<file path="config.mk">
export PLATFORM = sky130hd
export DESIGN_NAME = mem_disp_scan
export DESIGN_NICKNAME = d
export VERILOG_FILES = /design/src/rtl/mem_disp_pkg.sv /design/src/rtl/hex7seg.sv /design/src/rtl/mem_disp_scan.sv
export SDC_FILE = /design/constraint.sdc
export NUM_CORES = 1
export LEC_CHECK = 0
export CORE_MARGIN = 2
export CORE_UTILIZATION = 45
export DETAILED_ROUTE_END_ITERATION = 12
export PLACE_DENSITY = 0.68
export SLEW_MARGIN = 30
export SYNTH_ARGS = -nofsm -noshare
export SYNTH_HDL_FRONTEND = slang
export SYNTH_HIERARCHICAL = 1
export SYNTH_SLANG_ARGS = --single-unit
</file>
<file path="constraint.sdc">
create_clock -name clk -period 10.3 [get_ports clk]
set_input_delay 3.09 -clock clk [delete_from_list [all_inputs] [get_ports clk]]
set_output_delay 3.09 -clock clk [all_outputs]
set_load 0.05 [all_outputs]
</file>
<file path="src/rtl/mem_disp_pkg.sv">
// ---------------------------------------------------------------------------
// mem_disp_pkg
//
// Shared constants and types for the memory-content scanning display.
//   SEG_BLANK  : active-low segment pattern with every segment dark
//   ANODE_OFF  : active-low anode pattern with every digit dark
//   SEG_TABLE  : 16-entry hex glyph table, index = nibble, {g,f,e,d,c,b,a}
//   snap_t     : captured {addr, data} pair shown for one whole frame
//   slot_kind_e / slot_kind() / slot_nibble() : which field a digit slot
//                shows and the nibble feeding it
// ---------------------------------------------------------------------------
package mem_disp_pkg;

    localparam int NUM_DIGITS = 8;

    localparam logic [6:0] SEG_BLANK = 7'h7F;
    localparam logic [7:0] ANODE_OFF = 8'hFF;

    // Packed array: the leftmost element is index 15 (glyph 'F').
    localparam logic [15:0][6:0] SEG_TABLE = {
        7'h0E,  // F
        7'h06,  // E
        7'h21,  // d
        7'h46,  // C
        7'h03,  // b
        7'h08,  // A
        7'h10,  // 9
        7'h00,  // 8
        7'h78,  // 7
        7'h02,  // 6
        7'h12,  // 5
        7'h19,  // 4
        7'h30,  // 3
        7'h24,  // 2
        7'h79,  // 1
        7'h40   // 0
    };

    // One frame's worth of displayed content.
    typedef struct packed {
        logic [7:0]  addr;
        logic [15:0] data;
    } snap_t;

    // What a digit slot shows: a data nibble, nothing, or an address nibble.
    typedef enum logic [1:0] {
        SLOT_DATA,
        SLOT_BLANK,
        SLOT_ADDR
    } slot_kind_e;

    // Digits 0..3 carry data, 4..5 are spacers, 6..7 carry the address.
    function automatic slot_kind_e slot_kind(input logic [2:0] dig);
        slot_kind_e kind;
        if (dig < 3'd4) begin
            kind = SLOT_DATA;
        end else if (dig < 3'd6) begin
            kind = SLOT_BLANK;
        end else begin
            kind = SLOT_ADDR;
        end
        return kind;
    endfunction

    // Nibble routed to a digit slot; spacer slots return zero (never shown).
    function automatic logic [3:0] slot_nibble(input logic [2:0] dig,
                                               input snap_t    snap);
        logic [3:0] nib;
        case (dig)
            3'd0:    nib = snap.data[3:0];
            3'd1:    nib = snap.data[7:4];
            3'd2:    nib = snap.data[11:8];
            3'd3:    nib = snap.data[15:12];
            3'd6:    nib = snap.addr[3:0];
            3'd7:    nib = snap.addr[7:4];
            default: nib = 4'h0;
        endcase
        return nib;
    endfunction

endpackage

</file>
<file path="src/rtl/hex7seg.sv">
// ---------------------------------------------------------------------------
// hex7seg
//
// Combinational hex-to-seven-segment decoder, active-low outputs.
//   i_nib : 4-bit value to display
//   o_seg : segment drive {g,f,e,d,c,b,a}, 0 lights a segment
// ---------------------------------------------------------------------------
module hex7seg
    import mem_disp_pkg::*;
(
    input  logic [3:0] i_nib,
    output logic [6:0] o_seg
);

    assign o_seg = SEG_TABLE[i_nib];

endmodule

</file>
<file path="src/rtl/mem_disp_scan.sv">
// ---------------------------------------------------------------------------
// mem_disp_scan
//
// Eight-digit multiplexed display that shows one memory word per frame:
// digits 3..0 show data[15:0], digits 5..4 are blank spacers and digits 7..6
// show addr[7:0]. Each digit is lit for PRESCALE clocks; the {addr,data}
// pair is sampled once per frame so the picture never tears mid-frame.
//
// Parameters
//   PRESCALE    : clk cycles per digit slot (>= 2)
// Ports
//   clk         : rising-edge clock for all state
//   rst         : asynchronous reset, active low
//   addr        : memory address from the upstream address sequencer
//   data        : memory read data belonging to addr
//   en          : display enable, 0 darkens every digit
//   an          : digit anodes, active low, one-hot-low while shown
//   seg         : segments {g,f,e,d,c,b,a}, active low
//   frame_start : one-cycle pulse in the cycle after a new frame begins
// ---------------------------------------------------------------------------
module mem_disp_scan
    import mem_disp_pkg::*;
#(
    parameter int PRESCALE = 50000
) (
    input  logic        clk,
    input  logic        rst,
    input  logic [7:0]  addr,
    input  logic [15:0] data,
    input  logic        en,
    output logic [7:0]  an,
    output logic [6:0]  seg,
    output logic        frame_start
);

    localparam int               PRE_W   = $clog2(PRESCALE);
    localparam logic [PRE_W-1:0] PRE_MAX = PRE_W'(PRESCALE - 1);

    // -----------------------------------------------------------------------
    // State
    // -----------------------------------------------------------------------
    logic [PRE_W-1:0] r_pre;          // position inside the current slot
    logic [2:0]       r_dig;          // digit currently being shown
    snap_t            r_snap;         // frame content
    logic             r_valid;        // a frame has been captured since reset
    logic [7:0]       r_an;
    logic [6:0]       r_seg;
    logic             r_frame_start;

    // -----------------------------------------------------------------------
    // Next-digit selection
    // -----------------------------------------------------------------------
    logic       w_tick;       // last cycle of the current slot
    logic       w_wrap;       // tick that also closes the frame (7 -> 0)
    logic [2:0] w_show_dig;   // digit the output registers load this edge
    snap_t      w_src;        // content that digit is read from
    logic       w_visible;    // something valid to show after this edge
    slot_kind_e w_kind;
    logic [3:0] w_nib;
    logic [6:0] w_hex_seg;

    assign w_tick = (r_pre == PRE_MAX);
    assign w_wrap = w_tick && (r_dig == 3'd7);

    // NOTE: every signal written in an always_comb block is given a default
    // first, so no path through the block can leave it unassigned (latch).
    always_comb begin
        w_show_dig = r_dig;
        w_src      = r_snap;
        if (w_tick) begin
            w_show_dig = r_dig + 3'd1;
        end
        // On the frame wrap the snapshot is being reloaded on this very edge,
        // so digit 0 must be decoded from the live inputs to stay in step.
        if (w_wrap) begin
            w_src = {addr, data};
        end
    end

    // Between ticks neither the digit nor the snapshot moves, so reloading
    // the output registers every cycle only changes them on a tick. It also
    // restores the current digit on the first edge after en returns high.
    assign w_visible = r_valid || w_wrap;
    assign w_kind    = slot_kind(w_show_dig);
    assign w_nib     = slot_nibble(w_show_dig, w_src);

    hex7seg u_hex7seg (
        .i_nib (w_nib),
        .o_seg (w_hex_seg)
    );

    // -----------------------------------------------------------------------
    // Scan counters and frame snapshot
    // -----------------------------------------------------------------------
    // NOTE: sequential state is assigned with non-blocking (<=) so every
    // register samples values from before the edge, independent of order.
    always_ff @(posedge clk or negedge rst) begin
        if (!rst) begin
            // Digit 7 on reset makes the first tick a frame wrap, so display
            // restarts cleanly at digit 0 with freshly captured content.
            r_pre   <= '0;
            r_dig   <= 3'd7;
            r_snap  <= '0;
            r_valid <= 1'b0;
        end else begin
            r_pre <= w_tick ? '0 : r_pre + PRE_W'(1);
            if (w_tick) begin
                r_dig <= w_show_dig;
            end
            if (w_wrap) begin
                r_snap  <= w_src;
                r_valid <= 1'b1;
            end
        end
    end

    // -----------------------------------------------------------------------
    // Output registers
    // -----------------------------------------------------------------------
    // NOTE: these are plain flops, not a memory array, so all of them get an
    // asynchronous reset value and the display is dark while rst is low.
    always_ff @(posedge clk or negedge rst) begin
        if (!rst) begin
            r_an          <= ANODE_OFF;
            r_seg         <= SEG_BLANK;
            r_frame_start <= 1'b0;
        end else begin
            r_frame_start <= w_wrap;
            // Until the first wrap after reset there is no frame to show; the
            // display stays dark rather than showing the cleared snapshot.
            if (en && w_visible) begin
                r_an  <= ~(8'h01 << w_show_dig);
                r_seg <= (w_kind == SLOT_BLANK) ? SEG_BLANK : w_hex_seg;
            end else begin
                r_an  <= ANODE_OFF;
                r_seg <= SEG_BLANK;
            end
        end
    end

    assign an          = r_an;
    assign seg         = r_seg;
    assign frame_start = r_frame_start;

endmodule

</file>
# --- After elaboration in Yosys (flattened, before gate mapping) ---
# Memories as Yosys holds them, arrays and structs flattened.
# Index checks and enable logic that the tools add are counted.
word_totals:
  regBits: 60
  latchBits: 0
  ramBits: 0
  rom_bits: 112
  in_bits: 27
  output_inout_bits: 16
  elab_cells: 38
  n_memories: 1
op_classes:
  addsub: 2
  mul: 0
  div: 0
  n_lt_le_gt_ge: 3
  n_eq_ne: 8
  n_shift: 1
  muxes: 10
  bitwise_logic: 1
  n_reduce_logical: 4
mem_list:
  columns: ["memory", "depth", "word_bits", "read_ports", "rd_ports_with_merged_regs", "wr", "line", "rtl"]
  rows:
  - ["(name not given)", 16, 7, 1, 0, 0, "hex7seg.sv:15", "assign o_seg = SEG_TABLE[i_nib];"]
ops:
  columns: ["cell", "count"]
  rows:
  - ["2-to-1 mux 24 bit", 1]
  - ["one-hot mux 4 bit (6 select lines)", 1]
  - ["2-to-1 mux 7 bit", 3]
  - ["adder 16 x 1 -> 16 bit (second input constant)", 1]
  - ["== test 16 bit (second input constant)", 1]
  - ["2-to-1 mux 16 bit", 1]
  - ["== test 3 bit (second input constant)", 3]
  - ["2-to-1 mux 8 bit", 1]
  - ["NOT 8 bit", 1]
  - ["left shift 1 x 3 -> 8 bit (first input constant)", 1]
  - ["== test 3 x 2 -> 1 bit (second input constant)", 2]
  - ["less-than comparator 3 bit (second input constant)", 2]
  - ["less-than comparator 4 x 5 -> 1 bit (second input constant)", 1]
  - ["2-to-1 mux 2 bit", 2]
  - ["adder 3 x 1 -> 3 bit (second input constant)", 1]
  - ["== test 3 x 1 -> 1 bit (second input constant)", 1]
  - ["zero test 3 bit", 1]
  - ["2-to-1 mux 3 bit", 1]
  - ["== test 2 x 1 -> 1 bit (second input constant)", 1]
  - ["logical AND 1 bit", 2]
  - ["logical OR 1 bit", 1]

# --- Longest topological paths before layout ---
# Gate-level depths: netlist (run 1).
depth:
  ltp_word: 8
  mapped_depth: 15

# --- By module ---
# The synthesis (run 1) kept the hierarchy.
by_module_without_submodules:
  columns: ["module", "instances", "cells_each", "area_per_inst_um2", "seq_area_each_um2"]
  rows:
  - ["mem_disp_scan", 1, 239, 2727.6, 1524.0]
  - ["hex7seg", 1, 32, 275.3, 0.0]

# --- Least setup slack after synthesis (run 1) ---
# Ideal clock, no wire load.
synth_path:
  path_type: "input port to flip-flop"
  start: "input port addr[1]"
  end: "register r_seg[0] (netlist: seg[0])"
  setup_time_ps: 63
  arrival_time_ps: 4812
  t_required_ps: 10237
  path_slack_ps: 5425
  path_stages: 9
  cell_sequence: "mux2i_1 > o22ai_1 > or3_1 > inv_1 > ha_1 > and2b_2 > or3b_1 > o21ai_0 > nand2b_1"
synth_between:
  elab_chain_cells: 6
synth_lines:
  columns: ["item", "line", "rtl"]
  rows:
  - ["start: declaration", "mem_disp_scan.sv:28", "input logic [7:0] addr,"]
  - ["2-to-1 mux 24 bit", "mem_disp_scan.sv:75", "if (w_wrap) begin"]
  - ["one-hot mux 4 bit (6 select lines)", "mem_disp_pkg.sv:69", "case (dig)"]
  - ["net w_nib[1]", "mem_disp_scan.sv:59", "logic [3:0] w_nib;"]
  - ["memory (16 x 7 bit)", null, null]
  - ["2-to-1 mux 7 bit (not written as such)", "hex7seg.sv:15", null]
  - ["net w_hex_seg[0]", "mem_disp_scan.sv:60", "logic [6:0] w_hex_seg;"]
  - ["2-to-1 mux 7 bit", "mem_disp_scan.sv:133", "r_seg <= (w_kind == SLOT_BLANK) ? SEG_BLANK : w_hex_seg;"]
  - ["2-to-1 mux 7 bit", "mem_disp_scan.sv:131", "if (en && w_visible) begin"]
  - ["end signal: assignment", "mem_disp_scan.sv:133", null]
  - ["end: declaration", "mem_disp_scan.sv:47", "logic [6:0] r_seg;"]
# The timed path passes the listed nets, and every way through them passes these cells. The select of a mux whose other input is x is not followed.
# A chain may end at the register's enable or synchronous reset.

# --- Final worst setup path (run 1) ---
layout_path:
  start: "input port data[5]"
  end: "register r_seg[0] (netlist: seg[0])"
layout_between:
  elab_chain_cells: 6
layout_lines:
  columns: ["item", "line", "rtl"]
  rows:
  - ["start: declaration", "mem_disp_scan.sv:29", "input logic [15:0] data,"]
  - ["2-to-1 mux 24 bit", "mem_disp_scan.sv:75", null]
  - ["one-hot mux 4 bit (6 select lines)", "mem_disp_pkg.sv:69", null]
  - ["net w_nib[1]", "mem_disp_scan.sv:59", null]
  - ["memory (16 x 7 bit)", null, null]
  - ["2-to-1 mux 7 bit (not written as such)", "hex7seg.sv:15", null]
  - ["net w_hex_seg[0]", "mem_disp_scan.sv:60", null]
  - ["2-to-1 mux 7 bit", "mem_disp_scan.sv:133", null]
  - ["2-to-1 mux 7 bit", "mem_disp_scan.sv:131", null]
# The timed path passes the listed nets, and every way through them passes these cells. The select of a mux whose other input is x is not followed.

==> results of run 1 <==
-- registers in the layout, summed over array words and instances, names as in the netlist --
| register | flops |
|---|---|
| an | 8 |
| frame_start | 1 |
| seg | 7 |
| r_pre | 16 |
| r_snap | 24 |
| r_dig | 3 |
| r_valid | 1 |
-- through the flow --
stage,std cells,power (W),instance area (um2),hold WS (ns),util
floorplan,271,0.0002605,3003,0.4354,-
global placement,383,0.0002774,3456,0.4584,0.5411
detailed placement,384,0.0002780,3463,0.4529,0.5423
CTS,399,0.0004615,3632,0.4716,0.5688
global route,399,0.0004773,3632,0.4917,0.5688
finish,399,0.0004568,3632,0.4673,0.5688
-- cell type report --
class / instances / share of cell area
well taps: 77 / 0.02652
clock buffers: 13 / 0.04375
flip-flops and latches: 60 / 0.4196
inverters: 28 / 0.02894
clock inverters: 2 / 0.002756
multi-input cells: 174 / 0.3579
repair buffers: 45 / 0.1206
-- worst max-delay path, cell delays in order --
cell	delay [ns]
clkdlybuf4s50_1	0.39
mux2i_1	0.19
o22ai_1	0.11
or3_1	0.47
inv_1	0.18
ha_1	0.21
and2b_2	0.23
or3b_1	0.36
o21ai_0	0.06
nand2b_1	0.11
-- synth_stat cells, drive strengths merged --
master / number
mux2: 2
or3: 4
mux2i: 35
o22ai: 12
nor4: 2
nor3: 4
buf: 6
mux4: 1
o21ai: 2
nand3: 7
nand3b: 3
ha: 10
and4: 1
or4: 2
nand2b: 14
and3: 6
nor3b: 3
nand4b: 1
a32o: 1
a21oi: 1
nand2: 17
or3b: 1
dfstp: 18
clkbuf: 3
or4b: 2
nand4: 2
and2b: 1
and2: 2
a22o: 2
xor2: 8
dfrtp: 42
o21a: 1
nor2: 20
xnor2: 7
inv: 28
-- cells by family (layout without fill, tap and decap cells) --
| logic type | count (synthesis) | in the layout |
|---|---|---|
| adder cells (fa/ha/maj) | 10 | 10 |
| multiplexers | 38 | 38 |
| AND/OR/NAND/NOR | 92 | 92 |
| flip-flops | 60 | 60 |
| XOR/XNOR | 15 | 15 |
| AO/OA/AOI/OAI | 19 | 19 |
| buffers and inverters | 37 | 88 |
-- layout by cell type (no fill, tap or decap), drive strengths merged, types with 2 or more instances in the layout --
cell type	instances
xor2	8
dfstp	18
nor2	20
nor3b	3
inv	28
and2	2
nand3b	3
mux2	2
nand2b	14
ha	10
clkdlybuf4s50	41
nand2	17
buf	4
nand4	2
or4b	2
a22o	2
clkbuf	13
nor4	2
o22ai	12
xnor2	7
clkinv	2
or3	4
and3	6
nor3	4
mux2i	35
or4	2
o21ai	2
nand3	7
dfrtp	42
-- power by group through the flow --
stage | Sequential, W | Clock [W] | Combinational (W)
2_1_floorplan | 0.000246 | 0 | 0.0000147
3_3_place_gp | 0.000246 | 0 | 0.0000314
3_5_place_dp | 0.000246 | 0 | 0.0000319
4_1_cts | 0.000242 | 0.000187 | 0.0000319
5_1_grt | 0.000242 | 0.000200 | 0.0000354
6_report | 0.000242 | 0.000183 | 0.0000314
-- per-layer routing --
metal,up-vias,track usage,wire [um]
li1,1019,-,-
met1,969,0.2434,2900
met2,35,0.2457,2411
met3,8,0.03754,189
met4,0,0.08514,98
met5,-,0,0
-- final timing paths --
path                       slack (ns)                endpoint                start  depth (start not counted)
max in group asynchronous        6.91  r_snap[22]$_DFFE_PN0N_                  rst                          2
min in group asynchronous        2.90  r_snap[11]$_DFFE_PN0N_                  rst                          2
setup reg to reg                 5.96        seg[0]$_DFF_PN1_  r_pre[11]$_DFF_PN0_                         12
hold reg to reg                  0.47     r_valid$_DFFE_PN0N_  r_valid$_DFFE_PN0N_                          1
setup / recovery                 5.17        seg[0]$_DFF_PN1_              data[5]                         10
hold / removal                   0.47     r_valid$_DFFE_PN0N_  r_valid$_DFFE_PN0N_                          1
==> results.sh, run 1 <==
export IMPL_nFillCells=576
export IMPL_syn_inst=271
export IMPL_clk_pin_slew_ns=0.06
export IMPL_clock_sinks=60
export IMPL_p_sw_frac=0.2210
export IMPL_dp_hpwl_um=3965
export IMPL_critical_path_class="in -> reg"
export IMPL_maxCapViolCount=0
export IMPL_drt_pass1_iter_count=4
export IMPL_crit_path_max_fanout=5
export IMPL_fmax_ghz=0.1949
export IMPL_p_int_w=0.0003558
export IMPL_multi_input_area_um2=1300
export IMPL_start_util=0.4702
export IMPL_ir_drop_mv=0.08045
export IMPL_antenna_found_initial=0
export IMPL_clockPowerShare=0.401
export IMPL_ys_warn_count=6
export IMPL_synth_top_cells_by_area="dfrtp_1 35%, dfstp_2 16%, mux2i_1 12%"
export IMPL_cts_tree="yes"
export IMPL_drt_wl_total_um=5600
export IMPL_core_area_um2=6386
export IMPL_synth_compound_area_frac=0.04167
export IMPL_avgSynthCellArea_um2=11.08
export IMPL_drt_iter0_markers=133
export IMPL_wire_per_inst_um=14.04
export IMPL_yosys_area_top_type="dfrtp_1"
export IMPL_rows=29
export IMPL_cp_data_arrival_time_ns=5.40
export IMPL_grt_overflow_total=0
export IMPL_grtUsageTotal=0.1705
export IMPL_finalHoldViolCount=0
export IMPL_setup_viol=0
export IMPL_power_frac_seq=0.530
export IMPL_status="finished clean"
export IMPL_gp_congestion=0.8079
export IMPL_p_leak_nw=1.795
export IMPL_grt_pass1_vias=1991
export IMPL_dieArea_um2=7343
export IMPL_synth_seq_area_share=0.5075
export IMPL_ys_ff_latch=60
export IMPL_htreeDepth=3
export IMPL_rsz0062_at_grt="false"
export IMPL_cp_required_ns=10.57
export IMPL_setup_tns_final_ns=0
export IMPL_synth_area_um2=3003
export IMPL_synth_simple_gate_area_frac=0.1729
export IMPL_insertion_delay_ns=0.34
export IMPL_cts_resized=0
export IMPL_finalWorstSetupSlack_ns=5.170
export IMPL_cts_max_path_buffers=2
export IMPL_syn_to_final_growth_pct=20.96
export IMPL_post_place_ws_ns=4.825
export IMPL_switchingPower_w=0.0001009
export IMPL_hp_class="reg -> reg"
export IMPL_cp_end_kind="flop"
export IMPL_cts_hold_fix_buffers=0
export IMPL_comb_power_share=0.069
export IMPL_ant_nets=0
export IMPL_synthMuxAreaShare=0.1329
export IMPL_diodes=0
export IMPL_layout_nets=355
export IMPL_ctsRootBufferMaster="clkbuf_8"
export IMPL_ioPinCount=43
export IMPL_worst_slew_pin_slew_ns=0.7368
export IMPL_drt_vias_per_instance=5.090
export IMPL_numCtsBuffers=9
export IMPL_route_detailed_drc=0
export IMPL_min_period_ns=5.130
export IMPL_post_cts_buffers=0
export IMPL_p_per_area_nw_per_um2=125.7
export IMPL_grt_max_degree=61
export IMPL_timing_final_crit_share=0.4981
export IMPL_synth_fa_ha_area_frac=0.04167
export IMPL_drive_above_1_share=0.1273
export IMPL_clock_skew_ns=0.008986
export IMPL_max_slew_margin=0.5088
export IMPL_ys_types=39
export IMPL_setup_worst_path_start_class="primary input"
export IMPL_die_w_um=85.69
export IMPL_regArea_um2=1524
export IMPL_synth_xor_area_frac=0.04375
export IMPL_synth_top_family_by_area="simple AND/OR/NAND/NOR gates"
export IMPL_grt_pass1_wl_um=9604
export IMPL_die_h_um=85.69
export IMPL_numPortBuffers=42
export IMPL_synth_top_cell_area_share=0.3500
export IMPL_num_vias=2031
export IMPL_slew_violations=0
export IMPL_synth_nets=308
(Power assumes the default switching activity.)
==> inputs of run 2 (changes only) <==
--- a/config.mk
+++ b/config.mk
@@ -8,7 +8,7 @@
 export CORE_MARGIN = 2
 export CORE_UTILIZATION = 45
 export DETAILED_ROUTE_END_ITERATION = 12
-export PLACE_DENSITY = 0.68
+export PLACE_DENSITY = 0.71
 export SLEW_MARGIN = 30
 export SYNTH_ARGS = -nofsm -noshare
 export SYNTH_HDL_FRONTEND = slang
==> constraint.sdc (replaced) <==
create_clock -name clk -period 4.2 [get_ports clk]
set_input_delay 1.26 -clock clk [delete_from_list [all_inputs] [get_ports clk]]
set_output_delay 1.26 -clock clk [all_outputs]
set_load 0.05 [all_outputs]
==> run 2 against run 1 <==
Sequential share of layout area shrank 1.2 points. First-iteration DRC count down 48%. Power grew to 2.8 times the previous value. Utilization rose by 1.7 points. Sequential power rose by 150%. Largest power group unchanged. Routed wire length increased by 5.6%. Via count rose by 4.0%. Critical path depth increased by 2.
==> results.sh, run 2 (synthesis results as in run 1) <==
export IMPL_crit_path_max_fanout=25
export IMPL_diodes=0
export IMPL_design_area_um2=3742
export IMPL_grtUsageTotal=0.1786
export IMPL_grt_pass1_wl_um=10120
export IMPL_insertion_delay_ns=0.34
export IMPL_ir_drop_mv=0.2274
export IMPL_mostFrequentLayoutCell="dfrtp_1"
export IMPL_switchingPower_w=0.0002629
export IMPL_drt_pass1_iter_count=4
export IMPL_numPortBuffers=42
export IMPL_drt_wl_total_um=5911
export IMPL_finalHoldViolCount=0
export IMPL_post_place_ws_ns=0.2688
export IMPL_cts_max_path_buffers=2
export IMPL_reg2reg_depth=12
export IMPL_cp_end_kind="flop"
export IMPL_p_per_area_nw_per_um2=336.2
export IMPL_nFillCells=547
export IMPL_num_vias=2112
export IMPL_cts_tree="yes"
export IMPL_grt_overflow_total=0
export IMPL_crit_path_cell_trace="or4b_4 > or4_1 > buf_4 > mux2i_1 > o22ai_1 > or3_1 > inv_1 > ha_1 > and2b_2 > or3b_1 > o21ai_0 > nand2b_1"
export IMPL_cp_top_family="simple AND/OR/NAND/NOR gates"
export IMPL_power_frac_seq=0.472
export IMPL_drt_iter0_markers=69
export IMPL_regMostFlops="r_snap"
export IMPL_clockPowerShare=0.464
export IMPL_status="finished clean"
export IMPL_max_stage_delay_ns=0.59
export IMPL_max_slew_margin=0.6575
export IMPL_htreeDepth=3
export IMPL_hold_ws_ns=0.4816
export IMPL_ctsRootBufferMaster="clkbuf_8"
export IMPL_fmax_ghz=0.2562
export IMPL_dieArea_um2=7343
export IMPL_min_period_ns=3.904
export IMPL_r2r_setup_slack_ns=0.30
export IMPL_die_w_um=85.69
export IMPL_ant_nets=0
export IMPL_rsz0062_at_grt="false"
export IMPL_syn_to_final_growth_pct=24.63
export IMPL_cts_hold_fix_buffers=0
export IMPL_antenna_found_initial=0
export IMPL_numCtsBuffers=9
export IMPL_final_cell_mix="42 x dfrtp_1, 41 x clkdlybuf4s50_1, 32 x mux2i_1, 28 x inv_1, 20 x nor2_1"
export IMPL_ioPinCount=43
export IMPL_core_area_um2=6386
export IMPL_cp_required_ns=4.48
export IMPL_worst_slew_pin_slew_ns=0.4995
export IMPL_grt_pass1_vias=2130
export IMPL_largest_reg_flops=24
export IMPL_cp_num_buf_inv=2
export IMPL_die_h_um=85.69
export IMPL_clock_sinks=60
export IMPL_layout_nets=359
export IMPL_dp_hpwl_um=4298
export IMPL_cp_data_arrival_time_ns=4.18
export IMPL_wire_per_inst_um=14.63
export IMPL_drive_above_1_share=0.1529
export IMPL_fin_util=0.5860
export IMPL_drt_vias_per_instance=5.228
export IMPL_p_sw_frac=0.2089
export IMPL_p_leak_nw=1.849
export IMPL_grt_max_degree=30
export IMPL_hold_path_depth=2
export IMPL_critical_path_class="reg -> reg"
export IMPL_multi_input_area_um2=1311
export IMPL_setup_tns_final_ns=0
export IMPL_timing_final_crit_share=0.9295
export IMPL_route_detailed_drc=0
export IMPL_finalWorstSetupSlack_ns=0.2962
export IMPL_p_int_w=0.0009954
export IMPL_dpl_cell_area_um2=3506
export IMPL_clk_pin_slew_ns=0.07
export IMPL_clock_skew_ns=0.007090
export IMPL_maxCapViolCount=0
export IMPL_start_util=0.4702
export IMPL_gp_congestion=0.7861
export IMPL_regArea_um2=1524
export IMPL_slew_violations=0
export IMPL_hp_class="reg -> reg"
export IMPL_crit_cells=12
export IMPL_critPathSlowestCell="or4b_4"
export IMPL_comb_power_share=0.064
export IMPL_setup_viol=0
export IMPL_setup_worst_path_start_class="flop"
export IMPL_rows=29
==> run 2: final timing paths <==
path	end	from
max	seg[0]$_DFF_PN1_	r_pre[11]$_DFF_PN0_
min	r_snap[18]$_DFFE_PN0N_	r_snap[18]$_DFFE_PN0N_
max reg2reg	seg[0]$_DFF_PN1_	r_pre[11]$_DFF_PN0_
min reg2reg	r_snap[18]$_DFFE_PN0N_	r_snap[18]$_DFFE_PN0N_
max in group asynchronous	r_dig[1]$_DFFE_PN1N_	rst
min in group asynchronous	r_pre[12]$_DFF_PN0_	rst
==> run 2: tightest hold or removal path, stage by stage, from the launching register on <==
cell and delay [ns]:
dfrtp_1 0.32, mux2i_1 0.08, inv_1 0.05
==> run 2: power by group through the flow <==
stage | clock network, W | logic, W | registers [W]
floorplan | 0 | 0.0000361 | 0.000603
global placement | 0 | 0.0000782 | 0.000603
detailed placement | 0 | 0.0000817 | 0.000604
CTS | 0.000593 | 0.0000823 | 0.000594
global route | 0.000624 | 0.0000914 | 0.000594
finish | 0.000584 | 0.0000811 | 0.000594
==> run 2: routing by layer <==
layer / track usage / vias up / part of all wire / wire length [um]
met5: 0 / - / 0 / 0
li1: - / 1025 / - / -
met1: 0.2433 / 1019 / 0.47 / 2805
met4: 0.1010 / 0 / 0.028 / 168
met2: 0.2699 / 55 / 0.46 / 2699
met3: 0.03176 / 13 / 0.040 / 237
==> run 2: final cells by class <==
class,instances,area share
inverter,28,0.02808
clock buffer,11,0.04045
multi-input combinational,174,0.3504
sequential,60,0.4072
tap,77,0.02574
clock inverter,5,0.01973
timing repair buffer,49,0.1284
==> run 2: timing repair <==
item	CTS	global route
gates resized for setup	0	3
buffers inserted	0	0
endpoints found under the setup margin	0	1
==> run 2: metrics by stage <==
step | instances | power, W
global placement | 387 | 0.0006813
CTS | 404 | 0.001269
global route | 404 | 0.001310
floorplan | 271 | 0.0006388
detailed placement | 388 | 0.0006854
finish | 404 | 0.001258
==> inputs of run 3 (changes only) <==
--- a/config.mk
+++ b/config.mk
@@ -8,7 +8,7 @@
 export CORE_MARGIN = 2
 export CORE_UTILIZATION = 45
 export DETAILED_ROUTE_END_ITERATION = 12
-export PLACE_DENSITY = 0.71
+export PLACE_DENSITY = 0.68
 export SLEW_MARGIN = 30
 export SYNTH_ARGS = -nofsm -noshare
 export SYNTH_HDL_FRONTEND = slang
==> constraint.sdc (replaced) <==
create_clock -name clk -period 4.4 [get_ports clk]
set_input_delay 1.32 -clock clk [delete_from_list [all_inputs] [get_ports clk]]
set_output_delay 1.32 -clock clk [all_outputs]
set_load 0.05 [all_outputs]
==> run 3 against run 2 <==
Clock power increased by 4.6%. Final cell count decreased by 0.74%. Worst hold slack worse by 0.0075 ns. Die area did not move. Routed wire length is 4.2% lower. Clock skew is 0.0018 ns higher. Count of clock-buffer cells in the layout up 1. Global-route usage decreased by 0.50 points. Power fell by 0.45%. Register-to-register slack improved by 0.19 ns. Flip-flop and latch count unchanged. Largest cell class unchanged.
==> results.sh, run 3 (synthesis results as in run 1) <==
export IMPL_final_cell_mix="42 x dfrtp_1, 41 x clkdlybuf4s50_1, 35 x mux2i_1, 28 x inv_1, 20 x nor2_1"
export IMPL_numPortBuffers=42
export IMPL_ioPinCount=43
export IMPL_cp_end_kind="flop"
export IMPL_post_cts_buffers=0
export IMPL_grt_overflow_total=0
export IMPL_drt_iter0_markers=77
export IMPL_fmax_ghz=0.2556
export IMPL_nFillCells=547
export IMPL_crit_path_max_fanout=25
export IMPL_numCtsBuffers=9
export IMPL_hold_ws_ns=0.4741
export IMPL_drt_pass1_iter_count=4
export IMPL_critical_path_class="reg -> reg"
export IMPL_largest_reg_flops=24
export IMPL_die_h_um=85.69
export IMPL_antenna_found_initial=0
export IMPL_crit_path_cell_trace="ha_1 > ha_1 > nand4_1 > or4_1 > buf_4 > mux2i_1 > o22ai_1 > or3_1 > inv_1 > ha_1 > and2b_2 > or3b_1 > o21ai_0 > nand2b_1"
export IMPL_insertion_delay_ns=0.33
export IMPL_max_slew_margin=0.6414
export IMPL_layout_nets=356
export IMPL_setup_worst_path_start_class="flop"
export IMPL_htreeDepth=3
export IMPL_cts_max_path_buffers=2
export IMPL_setup_viol=0
export IMPL_p_per_area_nw_per_um2=336.6
export IMPL_drive_above_1_share=0.1358
export IMPL_wire_per_inst_um=14.12
export IMPL_status="finished clean"
export IMPL_r2r_start="r_dig[0]$_DFFE_PN1N_"
export IMPL_rsz0062_at_grt="false"
export IMPL_start_util=0.4702
export IMPL_syn_to_final_growth_pct=23.92
export IMPL_route_detailed_drc=0
export IMPL_grtUsageMet3=0.03080
export IMPL_grt_pass1_vias=2083
export IMPL_timing_final_crit_share=0.8892
export IMPL_hold_path_depth=1
export IMPL_core_area_um2=6386
export IMPL_timing_rr_end="seg[0]$_DFF_PN1_"
export IMPL_ant_nets=0
export IMPL_cpMostUsedCell="ha_1"
export IMPL_drt_vias_per_instance=5.195
export IMPL_maxCapViolCount=0
export IMPL_p_leak_nw=1.837
export IMPL_regMostFlops="r_snap"
export IMPL_die_w_um=85.69
export IMPL_r2r_setup_slack_ns=0.49
export IMPL_clk_pin_slew_ns=0.06
export IMPL_grt_util_met2=0.2621
export IMPL_fin_util=0.5827
export IMPL_worst_slew_pin_slew_ns=0.5230
export IMPL_diodes=0
export IMPL_hp_class="reg -> reg"
export IMPL_cp_data_arrival_time_ns=4.19
export IMPL_multi_input_area_um2=1300
export IMPL_setup_tns_final_ns=0
export IMPL_cts_hold_fix_buffers=0
export IMPL_regArea_um2=1524
export IMPL_hold_end="r_valid$_DFFE_PN0N_"
export IMPL_grt_max_degree=36
export IMPL_p_total_w=0.001253
export IMPL_gp_congestion=0.8031
export IMPL_cts_resized=0
export IMPL_ctsRootBufferMaster="clkbuf_8"
export IMPL_reg2reg_depth=14
export IMPL_dpl_cell_area_um2=3471
export IMPL_crit_start="r_dig[0]$_DFFE_PN1N_"
export IMPL_min_period_ns=3.913
export IMPL_critPathSlowestCell="dfstp_2"
export IMPL_grt_pass1_wl_um=9825
export IMPL_rows=29
export IMPL_hp_start="r_valid$_DFFE_PN0N_"
export IMPL_slew_violations=0
export IMPL_grtUsageTotal=0.1736
export IMPL_cp_required_ns=4.67
export IMPL_num_vias=2083
export IMPL_mostFrequentLayoutCell="dfrtp_1"
export IMPL_max_stage_delay_ns=0.70
export IMPL_clock_skew_ns=0.008877
export IMPL_design_area_um2=3721
export IMPL_dieArea_um2=7343
export IMPL_busiest_layer="met2"
export IMPL_dp_hpwl_um=4175
export IMPL_ir_drop_mv=0.1889
export IMPL_clock_sinks=60
export IMPL_drt_wl_total_um=5664
export IMPL_cts_tree="yes"
export IMPL_finalHoldViolCount=0
export IMPL_met1_usage=0.2401
run 3: cell types whose count changed in the layout (fill, tap and decap cells not counted), sizes merged:
cell	previous run	this run
clkbuf	11	12
clkinv	3	1
bufinv	2	3
buf	8	5
run 3: per-layer routing:
| metal | routed length (um) | up-vias |
|---|---|---|
| li1 | - | 1017 |
| met1 | 2772 | 1005 |
| met2 | 2552 | 51 |
| met3 | 224 | 10 |
| met4 | 114 | 0 |
| met5 | 0 | - |
run 3: critical path, delay by kind of cell (launching register included):
family / cells / cell delay (ns)
fa+ha+maj: 3 / 0.53
buf+inv: 2 / 0.44
simple gates: 6 / 1.75
mux: 1 / 0.25
compound gates: 2 / 0.16
flops: 1 / 0.70
run 3: power by group:
part,switching (W),internal (W),total [W]
Clock,0.000205,0.000407,0.000611
Sequential,0.00000302,0.000564,0.000567
Combinational,0.0000359,0.0000389,0.0000748
Total,0.000244,0.00101,0.00125
run 3: how the worst max path moves through the flow:
stage | end | slack (ns) | cells past startpoint
4_1_cts | seg[0]$_DFF_PN1_ | 0.46 | 14
6_report | seg[0]$_DFF_PN1_ | 0.49 | 14
3_3_place_gp | seg[0]$_DFF_PN1_ | 0.54 | 14
2_1_floorplan | seg[0]$_DFF_PN1_ | 0.78 | 13
5_1_grt | seg[0]$_DFF_PN1_ | 0.16 | 14
3_5_place_dp | seg[0]$_DFF_PN1_ | 0.47 | 14
run 3: through the flow:
step                std cells  worst slack, ns
floorplan                 271           0.7750
global placement          385           0.5434
detailed placement        385           0.4716
CTS                       401           0.4609
global route              401           0.1577
finish                    401           0.4874
run 3: final cells by class:
cell class / instances / share of cell area
Clock buffer: 12 / 0.04169
Clock inverter: 4 / 0.02555
Sequential cell: 60 / 0.4095
Tap cell: 77 / 0.02589
Multi-Input combinational cell: 174 / 0.3494
Timing Repair Buffer: 46 / 0.1197
Inverter: 28 / 0.02824
